`config.mk`:
```
export PLATFORM = sky130hd
export DESIGN_NAME = game_round_ctrl_flat
export DESIGN_NICKNAME = d
export VERILOG_FILES = /design/src/rtl/game_pkg.sv /design/src/rtl/game_round_ctrl_if.sv /design/src/rtl/game_round_ctrl_answer_arbiter.sv /design/src/rtl/game_round_ctrl.sv /design/src/flat_wrapper.sv
export SDC_FILE = /design/constraint.sdc
export NUM_CORES = 1
export LEC_CHECK = 0
export CAP_MARGIN = 20
export CORE_ASPECT_RATIO = 1.1
export CORE_MARGIN = 2
export CORE_UTILIZATION = 45
export CTS_BUF_LIST = sky130_fd_sc_hd__clkbuf_8
export DETAILED_ROUTE_END_ITERATION = 10
export PLACE_DENSITY = 0.91
export SYNTH_ARGS = -nofsm -noshare
export SYNTH_HDL_FRONTEND = slang
export SYNTH_SLANG_ARGS = --single-unit
```
`constraint.sdc`:
```
create_clock -name i_clk -period 3.3 [get_ports i_clk]
set_input_delay 0.495 -clock i_clk [delete_from_list [all_inputs] [get_ports i_clk]]
set_output_delay 0.495 -clock i_clk [all_outputs]
set_load 0.01 [all_outputs]
```
`src/rtl/game_pkg.sv`:
```
// Shared types and codes for the factorization-game round sequencer.
package game_pkg;

  localparam int unsigned DB_W    = 36;
  localparam int unsigned LVL_MSB = 35;
  localparam int unsigned LVL_LSB = 34;
  localparam int unsigned NUM_MSB = 33;
  localparam int unsigned LVL_W   = 2;
  localparam int unsigned NUM_W   = 34;
  localparam int unsigned EVT_W   = 3;
  localparam int unsigned RES_W   = 3;
  localparam int unsigned WIN_W   = 2;
  localparam int unsigned RCNT_W  = 8;

  typedef enum logic [3:0] {
    ST_IDLE, ST_INIT, ST_FETCH, ST_WAIT_DB, ST_ANSWER,
    ST_JUDGE, ST_SETTLE, ST_CHECK, ST_OVER
  } state_t;

  localparam logic [EVT_W-1:0] EVT_NONE = 3'b000;
  localparam logic [EVT_W-1:0] EVT_P1   = 3'b001;
  localparam logic [EVT_W-1:0] EVT_P2   = 3'b010;
  localparam logic [EVT_W-1:0] EVT_DRAW = 3'b011;

  localparam logic [RES_W-1:0] RES_NONE   = 3'b000;
  localparam logic [RES_W-1:0] RES_P1_WIN = 3'b001;
  localparam logic [RES_W-1:0] RES_P2_WIN = 3'b010;

  localparam logic [WIN_W-1:0] WIN_NONE = 2'b00;
  localparam logic [WIN_W-1:0] WIN_P1   = 2'b01;
  localparam logic [WIN_W-1:0] WIN_P2   = 2'b10;

  typedef struct packed {
    logic [LVL_W-1:0] level;
    logic [NUM_W-1:0] num;
  } db_word_t;

endpackage

```
`src/rtl/game_round_ctrl_if.sv`:
```
// Handshake bundle between the round sequencer (master) and DB / players / HP manager (slave).
interface game_round_ctrl_if #(parameter int unsigned ADDR_W = 6);
  import game_pkg::*;

  logic                start;
  logic                db_req;
  logic [ADDR_W-1:0]   db_addr;
  logic                db_valid;
  logic [DB_W-1:0]     db_data;
  logic                q_show;
  logic [LVL_W-1:0]    q_level;
  logic [NUM_W-1:0]    q_num;
  logic                p1_ans;
  logic                p1_ok;
  logic                p2_ans;
  logic                p2_ok;
  logic                hp_init;
  logic [EVT_W-1:0]    hp_evt;
  logic [RES_W-1:0]    hp_result;
  logic                game_over;
  logic [WIN_W-1:0]    winner;
  logic [RCNT_W-1:0]   round_cnt;

  modport master (
    input  start, db_valid, db_data, p1_ans, p1_ok, p2_ans, p2_ok, hp_result,
    output db_req, db_addr, q_show, q_level, q_num, hp_init, hp_evt,
           game_over, winner, round_cnt
  );

  modport slave (
    output start, db_valid, db_data, p1_ans, p1_ok, p2_ans, p2_ok, hp_result,
    input  db_req, db_addr, q_show, q_level, q_num, hp_init, hp_evt,
           game_over, winner, round_cnt
  );

endinterface

```
`src/rtl/game_round_ctrl_answer_arbiter.sv`:
```
// Per-round answer arbitration: lockout flags plus same-cycle resolution of the two players.
module answer_arbiter
  import game_pkg::*;
(
  input  logic             i_clk,
  input  logic             i_rst_n,
  input  logic             i_en,
  input  logic             i_clr,
  input  logic             i_p1_ans,
  input  logic             i_p1_ok,
  input  logic             i_p2_ans,
  input  logic             i_p2_ok,
  output logic             o_done_c,
  output logic [EVT_W-1:0] o_evt_c
);

  logic r_p1_lock, r_p2_lock;
  logic w_p1_win, w_p2_win, w_p1_lock_nxt, w_p2_lock_nxt;

  // A wrong answer in the same cycle as the other player's correct one still loses.
  always_comb begin
    w_p1_win      = i_en & i_p1_ans & i_p1_ok & ~r_p1_lock;
    w_p2_win      = i_en & i_p2_ans & i_p2_ok & ~r_p2_lock;
    w_p1_lock_nxt = r_p1_lock | (i_en & i_p1_ans & ~i_p1_ok);
    w_p2_lock_nxt = r_p2_lock | (i_en & i_p2_ans & ~i_p2_ok);
    o_done_c      = 1'b0;
    o_evt_c       = EVT_NONE;
    if (w_p1_win && w_p2_win) begin
      o_done_c = 1'b1;
      o_evt_c  = EVT_DRAW;
    end else if (w_p1_win) begin
      o_done_c = 1'b1;
      o_evt_c  = EVT_P1;
    end else if (w_p2_win) begin
      o_done_c = 1'b1;
      o_evt_c  = EVT_P2;
    end else if (i_en && w_p1_lock_nxt && w_p2_lock_nxt) begin
      o_done_c = 1'b1;
      o_evt_c  = EVT_DRAW;
    end
  end

  always_ff @(posedge i_clk or negedge i_rst_n) begin
    if (!i_rst_n) begin
      r_p1_lock <= 1'b0;
      r_p2_lock <= 1'b0;
    end else if (i_clr) begin
      r_p1_lock <= 1'b0;
      r_p2_lock <= 1'b0;
    end else if (i_en) begin
      r_p1_lock <= w_p1_lock_nxt;
      r_p2_lock <= w_p2_lock_nxt;
    end
  end

endmodule

```
`src/rtl/game_round_ctrl.sv`:
```
// Round sequencer for the two-player factorization game.
// Optional answer-window timeout enabled by defining ROUND_TIMEOUT_EN.
module game_round_ctrl
  import game_pkg::*;
#(
  parameter int unsigned ADDR_W  = 6,
  parameter int unsigned NUM_Q   = 64,
  parameter int unsigned TMO_CYC = 5000,
  parameter int unsigned SETTLE  = 2
) (
  input logic               i_clk,
  input logic               i_rst_n,
  game_round_ctrl_if.master io_bus
);

  localparam int unsigned SET_W = (SETTLE > 1) ? $clog2(SETTLE) : 1;

  if (ADDR_W < 1 || NUM_Q < 2 || NUM_Q > (1 << ADDR_W) || SETTLE < 1 || TMO_CYC < 2) begin : g_bad_param
    $error("game_round_ctrl: illegal parameter combination");
  end

  state_t            r_state;
  logic              r_db_req;
  logic [ADDR_W-1:0] r_db_addr;
  db_word_t          r_q;
  logic              r_q_show;
  logic              r_hp_init;
  logic [EVT_W-1:0]  r_hp_evt;
  logic              r_game_over;
  logic [WIN_W-1:0]  r_winner;
  logic [RCNT_W-1:0] r_round_cnt;
  logic [SET_W-1:0]  r_settle_cnt;
  logic              w_arb_done;
  logic [EVT_W-1:0]  w_arb_evt;

`ifdef ROUND_TIMEOUT_EN
  localparam int unsigned TMO_W = $clog2(TMO_CYC);
  logic [TMO_W-1:0] r_tmo_cnt;
`endif

  answer_arbiter u_arb (
    .i_clk    (i_clk),
    .i_rst_n  (i_rst_n),
    .i_en     (r_state == ST_ANSWER),
    .i_clr    (r_state == ST_FETCH),
    .i_p1_ans (io_bus.p1_ans),
    .i_p1_ok  (io_bus.p1_ok),
    .i_p2_ans (io_bus.p2_ans),
    .i_p2_ok  (io_bus.p2_ok),
    .o_done_c (w_arb_done),
    .o_evt_c  (w_arb_evt)
  );

  // Main sequencer; pulse outputs default low every cycle.
  always_ff @(posedge i_clk or negedge i_rst_n) begin
    if (!i_rst_n) begin
      r_state      <= ST_IDLE;
      r_db_req     <= 1'b0;
      r_db_addr    <= '0;
      r_q          <= '0;
      r_q_show     <= 1'b0;
      r_hp_init    <= 1'b0;
      r_hp_evt     <= EVT_NONE;
      r_game_over  <= 1'b0;
      r_winner     <= WIN_NONE;
      r_round_cnt  <= '0;
      r_settle_cnt <= '0;
`ifdef ROUND_TIMEOUT_EN
      r_tmo_cnt    <= '0;
`endif
    end else begin
      r_db_req  <= 1'b0;
      r_hp_init <= 1'b0;
      r_hp_evt  <= EVT_NONE;
      case (r_state)
        ST_IDLE, ST_OVER: begin
          if (io_bus.start) begin
            r_state     <= ST_INIT;
            r_hp_init   <= 1'b1;
            r_round_cnt <= '0;
            r_winner    <= WIN_NONE;
            r_game_over <= 1'b0;
          end
        end
        ST_INIT: begin
          r_state  <= ST_FETCH;
          r_db_req <= 1'b1;
        end
        ST_FETCH: r_state <= ST_WAIT_DB;
        ST_WAIT_DB: begin
          if (io_bus.db_valid) begin
            r_q      <= '{level: io_bus.db_data[LVL_MSB:LVL_LSB], num: io_bus.db_data[NUM_MSB:0]};
            r_q_show <= 1'b1;
            r_state  <= ST_ANSWER;
`ifdef ROUND_TIMEOUT_EN
            r_tmo_cnt <= '0;
`endif
          end
        end
        ST_ANSWER: begin
          if (w_arb_done) begin
            r_hp_evt <= w_arb_evt;
            r_q_show <= 1'b0;
            r_state  <= ST_JUDGE;
          end
`ifdef ROUND_TIMEOUT_EN
          else if (r_tmo_cnt == TMO_W'(TMO_CYC - 1)) begin
            r_hp_evt <= EVT_DRAW;
            r_q_show <= 1'b0;
            r_state  <= ST_JUDGE;
          end else begin
            r_tmo_cnt <= r_tmo_cnt + TMO_W'(1);
          end
`endif
        end
        ST_JUDGE: begin
          r_settle_cnt <= '0;
          r_state      <= ST_SETTLE;
        end
        ST_SETTLE: begin
          if (r_settle_cnt == SET_W'(SETTLE - 1)) r_state <= ST_CHECK;
          else r_settle_cnt <= r_settle_cnt + SET_W'(1);
        end
        ST_CHECK: begin
          if (r_round_cnt != '1) r_round_cnt <= r_round_cnt + RCNT_W'(1);
          if (io_bus.hp_result == RES_P1_WIN) begin
            r_state     <= ST_OVER;
            r_winner    <= WIN_P1;
            r_game_over <= 1'b1;
          end else if (io_bus.hp_result == RES_P2_WIN) begin
            r_state     <= ST_OVER;
            r_winner    <= WIN_P2;
            r_game_over <= 1'b1;
          end else begin
            r_state   <= ST_FETCH;
            r_db_req  <= 1'b1;
            r_db_addr <= (r_db_addr == ADDR_W'(NUM_Q - 1)) ? '0 : r_db_addr + ADDR_W'(1);
          end
        end
        default: r_state <= ST_IDLE;
      endcase
    end
  end

  assign io_bus.db_req    = r_db_req;
  assign io_bus.db_addr   = r_db_addr;
  assign io_bus.q_show    = r_q_show;
  assign io_bus.q_level   = r_q.level;
  assign io_bus.q_num     = r_q.num;
  assign io_bus.hp_init   = r_hp_init;
  assign io_bus.hp_evt    = r_hp_evt;
  assign io_bus.game_over = r_game_over;
  assign io_bus.winner    = r_winner;
  assign io_bus.round_cnt = r_round_cnt;

endmodule
```
`src/flat_wrapper.sv`:
```
// flat-port wrapper written by rule: the top's interface ports become plain ports
module game_round_ctrl_flat import game_pkg::*;
#(
  parameter int unsigned ADDR_W  = 6,
  parameter int unsigned NUM_Q   = 64,
  parameter int unsigned TMO_CYC = 5000,
  parameter int unsigned SETTLE  = 2
)
  (i_clk, i_rst_n, io_bus_start, io_bus_db_valid, io_bus_db_data, io_bus_p1_ans, io_bus_p1_ok, io_bus_p2_ans, io_bus_p2_ok, io_bus_hp_result, io_bus_db_req, io_bus_db_addr, io_bus_q_show, io_bus_q_level, io_bus_q_num, io_bus_hp_init, io_bus_hp_evt, io_bus_game_over, io_bus_winner, io_bus_round_cnt);
  game_round_ctrl_if #(.ADDR_W(ADDR_W)) io_bus_i ();
  input logic i_clk;
  input logic i_rst_n;
  input wire logic [$bits(io_bus_i.start)-1:0] io_bus_start;
  input wire logic [$bits(io_bus_i.db_valid)-1:0] io_bus_db_valid;
  input wire logic [$bits(io_bus_i.db_data)-1:0] io_bus_db_data;
  input wire logic [$bits(io_bus_i.p1_ans)-1:0] io_bus_p1_ans;
  input wire logic [$bits(io_bus_i.p1_ok)-1:0] io_bus_p1_ok;
  input wire logic [$bits(io_bus_i.p2_ans)-1:0] io_bus_p2_ans;
  input wire logic [$bits(io_bus_i.p2_ok)-1:0] io_bus_p2_ok;
  input wire logic [$bits(io_bus_i.hp_result)-1:0] io_bus_hp_result;
  output wire logic [$bits(io_bus_i.db_req)-1:0] io_bus_db_req;
  output wire logic [$bits(io_bus_i.db_addr)-1:0] io_bus_db_addr;
  output wire logic [$bits(io_bus_i.q_show)-1:0] io_bus_q_show;
  output wire logic [$bits(io_bus_i.q_level)-1:0] io_bus_q_level;
  output wire logic [$bits(io_bus_i.q_num)-1:0] io_bus_q_num;
  output wire logic [$bits(io_bus_i.hp_init)-1:0] io_bus_hp_init;
  output wire logic [$bits(io_bus_i.hp_evt)-1:0] io_bus_hp_evt;
  output wire logic [$bits(io_bus_i.game_over)-1:0] io_bus_game_over;
  output wire logic [$bits(io_bus_i.winner)-1:0] io_bus_winner;
  output wire logic [$bits(io_bus_i.round_cnt)-1:0] io_bus_round_cnt;
  assign io_bus_i.start = io_bus_start;
  assign io_bus_i.db_valid = io_bus_db_valid;
  assign io_bus_i.db_data = io_bus_db_data;
  assign io_bus_i.p1_ans = io_bus_p1_ans;
  assign io_bus_i.p1_ok = io_bus_p1_ok;
  assign io_bus_i.p2_ans = io_bus_p2_ans;
  assign io_bus_i.p2_ok = io_bus_p2_ok;
  assign io_bus_i.hp_result = io_bus_hp_result;
  assign io_bus_db_req = io_bus_i.db_req;
  assign io_bus_db_addr = io_bus_i.db_addr;
  assign io_bus_q_show = io_bus_i.q_show;
  assign io_bus_q_level = io_bus_i.q_level;
  assign io_bus_q_num = io_bus_i.q_num;
  assign io_bus_hp_init = io_bus_i.hp_init;
  assign io_bus_hp_evt = io_bus_i.hp_evt;
  assign io_bus_game_over = io_bus_i.game_over;
  assign io_bus_winner = io_bus_i.winner;
  assign io_bus_round_cnt = io_bus_i.round_cnt;
  game_round_ctrl #(.ADDR_W(ADDR_W), .NUM_Q(NUM_Q), .TMO_CYC(TMO_CYC), .SETTLE(SETTLE)) u_core (.i_clk(i_clk), .i_rst_n(i_rst_n), .io_bus(io_bus_i));
endmodule
```
==> run metrics <==
DIE WIDTH 80.1 microns; First DRT Iteration DRCs 60; I/O pins 106; H-tree Lvls 3; placed cell areas 3960 sq um; main combinational cell family by area after synthesis multiplexers; Hold WC Path Type in2async; first-pass GRT wire length 10200 microns; P_leak 1.79 nW; pwr dens 883 nW/um^2; Detailed Place HPWL 4660 microns; setup_tns 0 ns; Syn-to-layout area delta 47.1%; Num Clock Sinks 65; DRT antenna net count 0; Synth Area per Inst 11.9 sq um; clock slew at reported path FFs 0.07 ns; Routed WL 6420 microns; crit start category flip-flop; Tcrit/Tclk final 0.570; number of fill cells 450; Ys Warns 0; Clock Skews 0.00931 ns; via count 2241; status finished, final reports clean; number of antenna diodes 0; Post-CTS Setup Repair Bufs 0; most frequent cells in the layout clkdlybuf4s50_1 (103), dfrtp_1 (65), mux2_2 (33); Final Hold Vio Count 0; WL per Instance 14.8 microns; crit path max fanout 37; Post-Synth Adder-Cell Area 0.00874; Worst EP required 3.51 ns; Final setup viols 0; cell count after synthesis 240; critical path type reg2reg; Slowest cell on crit path dfrtp_1; Design Area, Final 4210 sq um; Syn Nets 289; Slew Viols, Final 0; Worst Path Arrival 2.09 ns; unrepaired setup endpoints after global routing no; async set-reset flop share out of synthesis 1.00; Longest Clk Path Bufs 2; Post-synth EDFFs 0; net count of the finished layout 399; sequential-to-total area share from yosys stat 0.568; Slew HR 0.633; DRC 0; max-cap viol count 0; CTS tree yes; Worst-Margin Slew 0.551 ns; initial antenna violation count 0; post-route minimum period 1.88 ns; cts hold-fix bufs 0; grt total ovfl 0; core footprint 6160 sq um; Rows 30; Synth cell types 45; Synth Area in Compound Gates 0.0869; DRT Pass-1 Iters 4; cts bufs inserted 9; post_cts resized 0; Buffers on Ports 104; GPL Wtd Cong 0.814; ys flop type dfrtp_1; post-route setup slack 1.42 ns; share of layout cells above drive strength 1 0.161; total global-route track usage 0.188; Mapped Area 2860 sq um; XOR/XNOR share of the synthesized area 0.0122; pre-CTS setup slack 1.05 ns; mux cell area share after synthesis 0.152; Die Height 87.7 microns; pin count of the biggest net entering global routing 47; Skew-Pair Late Insertion Delay 0.34 ns; Post-Synth Simple-Gate Area 0.138; vias in the first global route 2243; most common cell after layout, fill and taps aside clkdlybuf4s50_1; Max stage delay on crit path 0.59 ns; root buffer cell clkbuf_8; initial core utilization 0.465; vias per cell 5.16; fmax 531 MHz; peak supply drop 527 uV; worst path cell trace nand2_2 -> nor3_4 -> buf_4 -> mux2_2; Critical Path End Type flip-flop; Die ar. 7020 sq um; FF+latch count, synth 65
[logic make-up after synthesis]
logic type	count (synthesis)
buffers and inverters	16
AO/OA/AOI/OAI	39
flip-flops	65
AND/OR/NAND/NOR	74
multiplexers	39
other	1
XOR/XNOR	4
adder cells (fa/ha/maj)	2
[flip-flops by register name, summed over array words and instances (netlist names), 2 cells and up]
register and flops:
u_core.io_bus.q_num 34, u_core.r_state 4, u_core.io_bus.winner 2, u_core.io_bus.round_cnt 8
u_core.io_bus.q_level 2, u_core.io_bus.hp_evt 2, u_core.io_bus.db_addr 6
[layer usage]
layer / vias to the layer above / wire length, microns / GRT usage
met3: 7 / 492 / 0.0443
met2: 91 / 3290 / 0.333
met5: - / 0 / 0
met4: 0 / 76 / 0.0832
met1: 1074 / 2560 / 0.216
li1: 1069 / - / -
[through the flow]
| stage | instances | power (mW) | util | hold slack [ns] |
|---|---|---|---|---|
| final | 434 | 3.72 | 0.684 | 0.143 |
| after floorplan | 240 | 2.15 | - | 0.199 |
| after global routing | 434 | 3.95 | 0.684 | 0.180 |
| after global placement | 418 | 2.90 | 0.642 | 0.471 |
| after CTS | 433 | 3.76 | 0.680 | 0.352 |
| after detailed placement | 418 | 2.98 | 0.642 | 0.483 |
[synth_stat cells (all sizes together), types with 2 or more instances]
master | instances | area (sq um)
o21ai | 6 | 30.0
buf | 8 | 63.8
and3 | 2 | 12.5
nand2b | 3 | 18.8
a31oi | 3 | 18.8
nand2 | 23 | 88.8
o211a | 2 | 20.0
or3 | 2 | 12.5
dfrtp | 65 | 1630
nor3 | 12 | 71.3
nor2b | 3 | 18.8
inv | 7 | 26.3
nand3b | 5 | 37.5
and4 | 2 | 18.8
a22oi | 2 | 15.0
nand3 | 6 | 30.0
xnor2 | 3 | 26.3
o21a | 3 | 22.5
nor2 | 11 | 41.3
mux2i | 3 | 30.0
mux2 | 36 | 405
ha | 2 | 25.0
a21oi | 13 | 65.1
o22ai | 2 | 12.5
a211oi | 3 | 22.5
[critical path: cells and delay by family (launching register included)]
family                 cells  cell delay [ns]
AND/OR/NAND/NOR            2             0.33
buffers and inverters      1             0.42
multiplexers               1             0.41
flip-flops                 1             0.59
[power by group]
part / internal (mW) / switching, mW / total [mW]
logic: 0.941 / 0.605 / 1.55
registers: 1.14 / 0.274 / 1.41
clock network: 0.481 / 0.282 / 0.763
[final timing paths]
path / from / endpoint / slack (ns) / cells after the start
min in group i_clk: u_core.io_bus.q_num[14] / u_core.io_bus.q_num[14] / 0.49 / 1
setup reg to reg: u_core.r_state[1] / u_core.io_bus.q_num[11] / 1.42 / 4
max in group asynchronous: i_rst_n / u_core.io_bus.q_num[9] / 2.45 / 3
hold reg to reg: u_core.io_bus.q_num[14] / u_core.io_bus.q_num[14] / 0.49 / 1
setup / recovery: u_core.r_state[1] / u_core.io_bus.q_num[11] / 1.42 / 4
hold / removal: i_rst_n / u_core.io_bus.round_cnt[4] / 0.14 / 1
[cell type report]
type / count / area, sq um / share of cell area
sequential: 65 / 1630 / 0.386
clock buffer: 12 / 165 / 0.0392
multi-input combinational: 159 / 1140 / 0.272
clock inverter: 3 / 63.8 / 0.0152
timing repair buffer: 108 / 1090 / 0.258
tap: 80 / 100 / 0.0238
inverter: 7 / 26.3 / 0.00624
Power figures use the tool's default switching activity.
